[config.mk]
export PLATFORM = sky130hd
export DESIGN_NAME = fifo_rr_pkt_sched
export DESIGN_NICKNAME = d
export VERILOG_FILES = /design/src/rtl/fifo_rr_pkt_sched.sv
export SDC_FILE = /design/constraint.sdc
export NUM_CORES = 1
export LEC_CHECK = 0
export BUFFER_PORTS_ARGS = -buffer_cell sky130_fd_sc_hd__buf_2
export CORE_MARGIN = 3
export CORE_UTILIZATION = 62
export CTS_BUF_LIST = sky130_fd_sc_hd__clkbuf_16
export CTS_CLUSTER_SIZE = 12
export DETAILED_ROUTE_END_ITERATION = 12
export PLACE_DENSITY_LB_ADDON = 0.05
export SYNTH_ARGS = -nofsm -noshare
export SYNTH_HDL_FRONTEND = slang
export SYNTH_SLANG_ARGS = --single-unit
[constraint.sdc]
create_clock -name glb_clk -period 9.9 [get_ports glb_clk]
set_clock_uncertainty 0.15 [all_clocks]
set_input_delay 1.98 -clock glb_clk [delete_from_list [all_inputs] [get_ports glb_clk]]
set_output_delay 1.98 -clock glb_clk [all_outputs]
set_load 0.02 [all_outputs]
[src/rtl/fifo_rr_pkt_sched.sv]
// rtl/fifo_rr_pkt_sched.sv - packet-granular round-robin scheduler for a shared FIFO output mux
// Grant is held for a whole packet, followed by an inter-packet gap, with a stall watchdog.
module fifo_rr_pkt_sched #(
  parameter int PORT_NUM   = 8,
  parameter int IFG_CYCLES = 2,
  parameter int TIMEOUT    = 1023,
  parameter int TO_W       = 10
) (
  input  logic                glb_clk,
  input  logic                glb_areset_n,
  input  logic [PORT_NUM-1:0] fifo_nempty,
  input  logic                rd_eop,
  input  logic                out_ready,
  output logic [PORT_NUM-1:0] fifo_rd_en,
  output logic [7:0]          fifo_sel_code,
  output logic                pkt_done,
  output logic                timeout_err,
  output logic                busy
);

  typedef enum logic [1:0] {IDLE, XFER, GAP} state_t;

  localparam logic [TO_W-1:0] TO_LAST  = TO_W'((TIMEOUT == 0) ? 0 : TIMEOUT - 1);
  localparam logic [3:0]      IFG_LAST = 4'((IFG_CYCLES == 0) ? 0 : IFG_CYCLES - 1);
  localparam logic [2:0]      LAST_RST = 3'(PORT_NUM - 1);

  state_t          state;
  logic [2:0]      grant_idx;
  logic [2:0]      last_grant;
  logic [3:0]      ifg_cnt;
  logic [TO_W-1:0] to_cnt;

  logic [7:0] req;
  logic [7:0] rd_vec;
  logic [2:0] next_idx;
  logic [2:0] cand;
  logic       found;
  logic       rd;

  // Requests padded to 8 so ports beyond PORT_NUM read as permanently empty.
  always_comb begin
    req = '0;
    req[PORT_NUM-1:0] = fifo_nempty;
  end

  // Rotating priority: scan starts one past the last port that finished a turn.
  always_comb begin
    next_idx = last_grant;
    found    = 1'b0;
    cand     = '0;
    for (int k = 1; k <= PORT_NUM; k++) begin
      cand = 3'((int'(last_grant) + k) % PORT_NUM);
      if (!found && req[cand]) begin
        next_idx = cand;
        found    = 1'b1;
      end
    end
  end

  assign rd         = (state == XFER) && out_ready && req[grant_idx];
  assign rd_vec     = rd ? (8'd1 << grant_idx) : 8'd0;
  assign fifo_rd_en = rd_vec[PORT_NUM-1:0];
  assign busy       = (state != IDLE);

  always_ff @(posedge glb_clk or negedge glb_areset_n) begin
    if (!glb_areset_n) begin
      state         <= IDLE;
      grant_idx     <= '0;
      last_grant    <= LAST_RST;
      ifg_cnt       <= '0;
      to_cnt        <= '0;
      fifo_sel_code <= '0;
      pkt_done      <= 1'b0;
      timeout_err   <= 1'b0;
    end else begin
      pkt_done    <= 1'b0;
      timeout_err <= 1'b0;
      case (state)
        IDLE: begin
          if (found) begin
            grant_idx     <= next_idx;
            fifo_sel_code <= {5'b10000, next_idx};
            to_cnt        <= '0;
            state         <= XFER;
          end
        end
        XFER: begin
          if (rd) begin
            to_cnt <= '0;
            if (rd_eop) begin
              pkt_done      <= 1'b1;
              last_grant    <= grant_idx;
              fifo_sel_code <= '0;
              ifg_cnt       <= '0;
              state         <= (IFG_CYCLES > 0) ? GAP : IDLE;
            end
          end else if ((TIMEOUT != 0) && (to_cnt == TO_LAST)) begin
            // Stalled port forfeits its turn and skips the gap.
            timeout_err   <= 1'b1;
            last_grant    <= grant_idx;
            fifo_sel_code <= '0;
            to_cnt        <= '0;
            state         <= IDLE;
          end else begin
            to_cnt <= to_cnt + 1'b1;
          end
        end
        GAP: begin
          if (ifg_cnt == IFG_LAST) begin
            ifg_cnt <= '0;
            state   <= IDLE;
          end else begin
            ifg_cnt <= ifg_cnt + 1'b1;
          end
        end
        default: state <= IDLE;
      endcase
    end
  end

endmodule
* Word level (Yosys, flattened, before mapping) *
Cells that the tools add are included.

storage, ports and cells
  input bits = 12
  bits in registers = 32
  word-level logic and storage cells = 129

cells by class
  add/subtract/negate cells = 10
  multiplexer cells = 63
  shift-type cells = 1
  reduce and logical (&&, ||, !) cells = 27
  eq/ne operators = 11
  magnitude comparators = 9

operators by type and width
  operator               count
  $mux 8                 5
  $lt 3x4->1 const B     9
  $mux 3                 11
  $mux 10                3
  $bmux 1 s3             9
  $mux 1                 23
  $pmux 10 s2            1
  $pmux 8 s2             1
  $add 3x3->3 const B    4
  $mux 4                 3
  $add 10x1->10 const B  1
  $eq 10x10->1 const B   1
  $mux 2                 5
  $ne 2x2->1 const B     5
  $logic_and 1x1->1      9
  $pmux 4 s2             1
  $reduce_and 4->1       2
  $reduce_bool 2->1      4
  $shl 1x3->8 const A    1
  $logic_not 1->1        7
  $add 3x1->3 const B    2
  $add 3x2->3 const B    2
  $pmux 2 s3             1
  $reduce_and 3->1       2
  other kinds (8)        9

* Logic depth before layout (Yosys ltp) *
  depth after elaboration = 27
  gate-level depth with buffers = 13

* Least setup slack after synthesis *
Ideal clock, no wire load.

  path type = input -> output
  from = input fifo_nempty[6]
  to = output fifo_rd_en[0]
  path buffers = 0
  cell stages on the path = 5
  data arrival time = 3133 ps
  setup slack = 4637 ps
  cells stage by stage = mux4_2 > mux2i_1 > nor2_1 > nand2b_1 > nor3_1

on the way
  word-level cells in the longest chain between the ends = 4

RTL lines
  what                          RTL line  text
  from (decl)                   11        input logic [PORT_NUM-1:0] fifo_nempty,
  $bmux 1 s3                    60        assign rd = (state == XFER) && out_ready && req[grant_idx];
  $mux 1 (not written as such)  60
  $logic_and 1x1->1             60
  $mux 8                        61        assign rd_vec = rd ? (8'd1 << grant_idx) : 8'd0;
  to (decl)                     14        output logic [PORT_NUM-1:0] fifo_rd_en,

No other way between the ends. The select of a mux whose other input is x is not followed.

* Worst setup path after layout *
  from = input fifo_nempty[7]
  to = output fifo_rd_en[0]

Same word-level chain as after synthesis.

==> results.json <==
{
  "hpwlAfterDp_um": 3940,
  "drv_slew": 0,
  "crit_chain": "buf_2 -> mux4_2 -> mux2i_1 -> nor2_1 -> nand2b_1 -> nor3_1 -> buf_2",
  "grt_remaining_overflow": 0,
  "irDropWorstVdd_v": 0.000187,
  "max_freq_mhz": 187,
  "clk_latency_ps": 260,
  "num_vias": 2030,
  "min_from": "fifo_sel_code[2]$_DFFE_PN0P_",
  "finalSetupViolCount": 0,
  "layout_commonest_cell": "buf_2",
  "antenna_cells": 0,
  "finalCritPeriodShare": 0.541,
  "root_buffer": "clkbuf_16",
  "finalWorstSetupSlack_ps": 4550,
  "drtAntennaViolNets": 0,
  "synth_area_sq_mm": 0.00249,
  "htreeDepth": 1,
  "whs_endpoint": "fifo_sel_code[2]$_DFFE_PN0P_",
  "ys_warn_count": 0,
  "gp_congestion": 0.948,
  "grtUsageTotal": 0.224,
  "die_w_um": 69.4,
  "period_needed_ps": 5350,
  "status": "finished clean",
  "path_delay_family": "multiplexers",
  "slew_headroom": 0.591,
  "rows": 22,
  "grt_max_degree": 29,
  "syn-mean-instance-area_sq_um": 9.43,
  "final_nets": 299,
  "cpPeakStageDelay_ps": 480,
  "tns_ps": 0,
  "netlist_instances": 264,
  "cts_made_buffers": 3,
  "pre_cts_slack_ps": 4550,
  "synth_ff_type": "dfrtp_1",
  "pwr-share-comb": 0.641,
  "critPathMaxFanout": 7,
  "async_reset_ff_frac": 1.00,
  "ioPinCount": 31,
  "required_ps": 7770,
  "via_per_inst": 6.19,
  "dr.pass1.iters": 4,
  "path_clk_slew_ps": 70,
  "end_kind": "output port",
  "leakage_nw": 1.20,
  "final_util": 0.712,
  "clock-sinks": 28,
  "drc": 0,
  "antenna_found_initial": 0,
  "rsz0062_at_grt": "false",
  "ys_types": 57,
  "p_clk_frac": 0.119,
  "grt.met1_usage": 0.371,
  "synth_edf_count": 0,
  "cts_buffer_depth": 2,
  "arrival_ps": 3220,
  "synth_seq_cells": 28,
  "die_h_um": 69.4,
  "intPower_uw": 529,
  "drtIter0Drc": 185,
  "io_buffers": 26,
  "seqPwrFrac": 0.240,
  "core-area_sq_mm": 0.00377,
  "grt_use_met3": 0.0507,
  "postCtsHoldBufs": 0,
  "worstHoldPathCells": 1,
  "hp-class": "reg2reg",
  "rr_worst_depth": 9,
  "reg2reg_to": "grant_idx[2]$_DFFE_PN0P_",
  "grt_pass1_wl_um": 8980,
  "floorplan.initialDensity": 0.660,
  "power.switching_uw": 455,
  "startpoint_type": "input port",
  "p_sw_frac": 0.463,
  "grt-busiest-layer": "met1",
  "max_cap_violations": 0,
  "final_cell_mix": "buf_2 (26), dfrtp_1 (25), nor2_1 (24)",
  "p_per_area_mw_per_mm2": 366,
  "die_area_sq_mm": 0.00481,
  "r2r_slack_ps": 5890,
  "yosysSeqAreaShare": 0.283,
  "crit_slowest_cell": "mux4_2",
  "finalHoldViolations": 0,
  "post_cts_buffers": 0,
  "worst-setup-path-type": "in2out",
  "drive_gt1_frac": 0.232,
  "grt_use_met2": 0.311,
  "cts_tree": "built",
  "cts_resized": 0,
  "worst-path-buf-inv": 2,
  "rr_startpoint": "last_grant[1]$_DFFE_PN1P_",
  "syn2layout_area_growth_pct": 7.89,
  "grt_pass1_vias": 1848,
  "wl_per_cell_um": 16.0,
  "routed_wl_um": 5260,
  "tightest_slew_ps": 614,
  "nFillCells": 303,
  "critical_path.most_common_cell": "buf_2"
}
-- kinds of logic after synthesis --
logic type,synth area share
muxes,0.211
AOI/OAI and AO/OA,0.198
adders and majority gates,0.0301
DFF,0.283
other,0.00151
and+or+nand+nor,0.188
xor gates and xnor gates,0.0271
buffers and inverters,0.0608
-- cells in the mapped netlist, drive strengths merged, types with 2 or more instances --
cell type | n | area, sq um
clkbuf | 5 | 18.8
a31oi | 3 | 18.8
mux2 | 9 | 113
mux4 | 13 | 293
ha | 6 | 75.1
inv | 10 | 37.5
mux2i | 12 | 120
a211oi | 6 | 45.0
nand4 | 2 | 12.5
o21ai | 28 | 151
nand3 | 6 | 30.0
nor2 | 26 | 103
a21oi | 7 | 35.0
dfstp | 3 | 78.8
a21boi | 2 | 15.0
xnor2 | 3 | 33.8
o31ai | 5 | 37.5
a221o | 2 | 20.0
xor2 | 3 | 33.8
nand3b | 3 | 35.0
nand2b | 9 | 56.3
nor3 | 5 | 25.0
and3 | 4 | 25.0
a221oi | 2 | 17.5
and2 | 4 | 27.5
a21o | 7 | 52.6
nor2b | 5 | 31.3
buf | 12 | 91.3
nand2 | 20 | 75.1
o211ai | 3 | 27.5
dfrtp | 25 | 626
-- registers in the layout (all words and copies together) (netlist names) --
register / cells
grant_idx: 3
to_cnt: 10
fifo_sel_code: 4
state: 2
pkt_done: 1
timeout_err: 1
last_grant: 3
ifg_cnt: 4
-- worst reg2reg max path, cell delays in order, from the launching register on --
cell	delay [ps]
dfstp_2	810
clkinv_1	330
ha_1	770
mux4_2	640
o211a_1	260
a211oi_1	210
o32ai_1	110
a221o_1	330
a21oi_1	220
a21o_1	110
-- metal layers --
layer  up-vias  share of wire
li1       1003              -
met1       969           0.50
met2        56           0.43
met3         2          0.068
met4         0         0.0015
met5         -              0
-- power by group through the flow --
stage	registers, mW	logic, mW	clock network [mW]
final	0.236	0.631	0.117
after CTS	0.234	0.626	0.119
after detailed placement	0.236	0.622	0
after global placement	0.235	0.614	0
after global routing	0.245	0.694	0.125
after floorplan	0.186	0.564	0
-- how the worst max path moves through the flow --
stage                         from       endpoint  slack [ps]  cells past startpoint
global route        fifo_nempty[6]  fifo_rd_en[0]        4320                      7
finish              fifo_nempty[7]  fifo_rd_en[0]        4550                      7
CTS                 fifo_nempty[4]  fifo_rd_en[0]        4540                      7
detailed placement  fifo_nempty[7]  fifo_rd_en[0]        4550                      7
floorplan           fifo_nempty[6]  fifo_rd_en[0]        4640                      5
global placement    fifo_nempty[7]  fifo_rd_en[0]        4550                      7
-- metrics by stage --
| stage | cell area [sq um] | hold WS [ps] | power (mW) | cells |
|---|---|---|---|---|
| 3_3_place_gp | 2580 | 307 | 0.848 | 324 |
| 6_report | 2690 | 335 | 0.984 | 328 |
| 4_1_cts | 2690 | 333 | 0.980 | 328 |
| 5_1_grt | 2690 | 353 | 1.06 | 328 |
| 2_1_floorplan | 2500 | 296 | 0.751 | 267 |
| 3_5_place_dp | 2580 | 316 | 0.858 | 324 |
-- final cells by class --
type / count / area, sq um / area share
multi-input cells: 211 / 1650 / 0.612
flip-flops and latches: 28 / 704 / 0.262
repair buffers: 26 / 130 / 0.0484
clock buffers: 3 / 75.1 / 0.0279
well taps: 48 / 60.1 / 0.0224
inverters: 11 / 41.3 / 0.0154
clock inverters: 1 / 30.0 / 0.0112
Power figures use the tool's default switching activity.
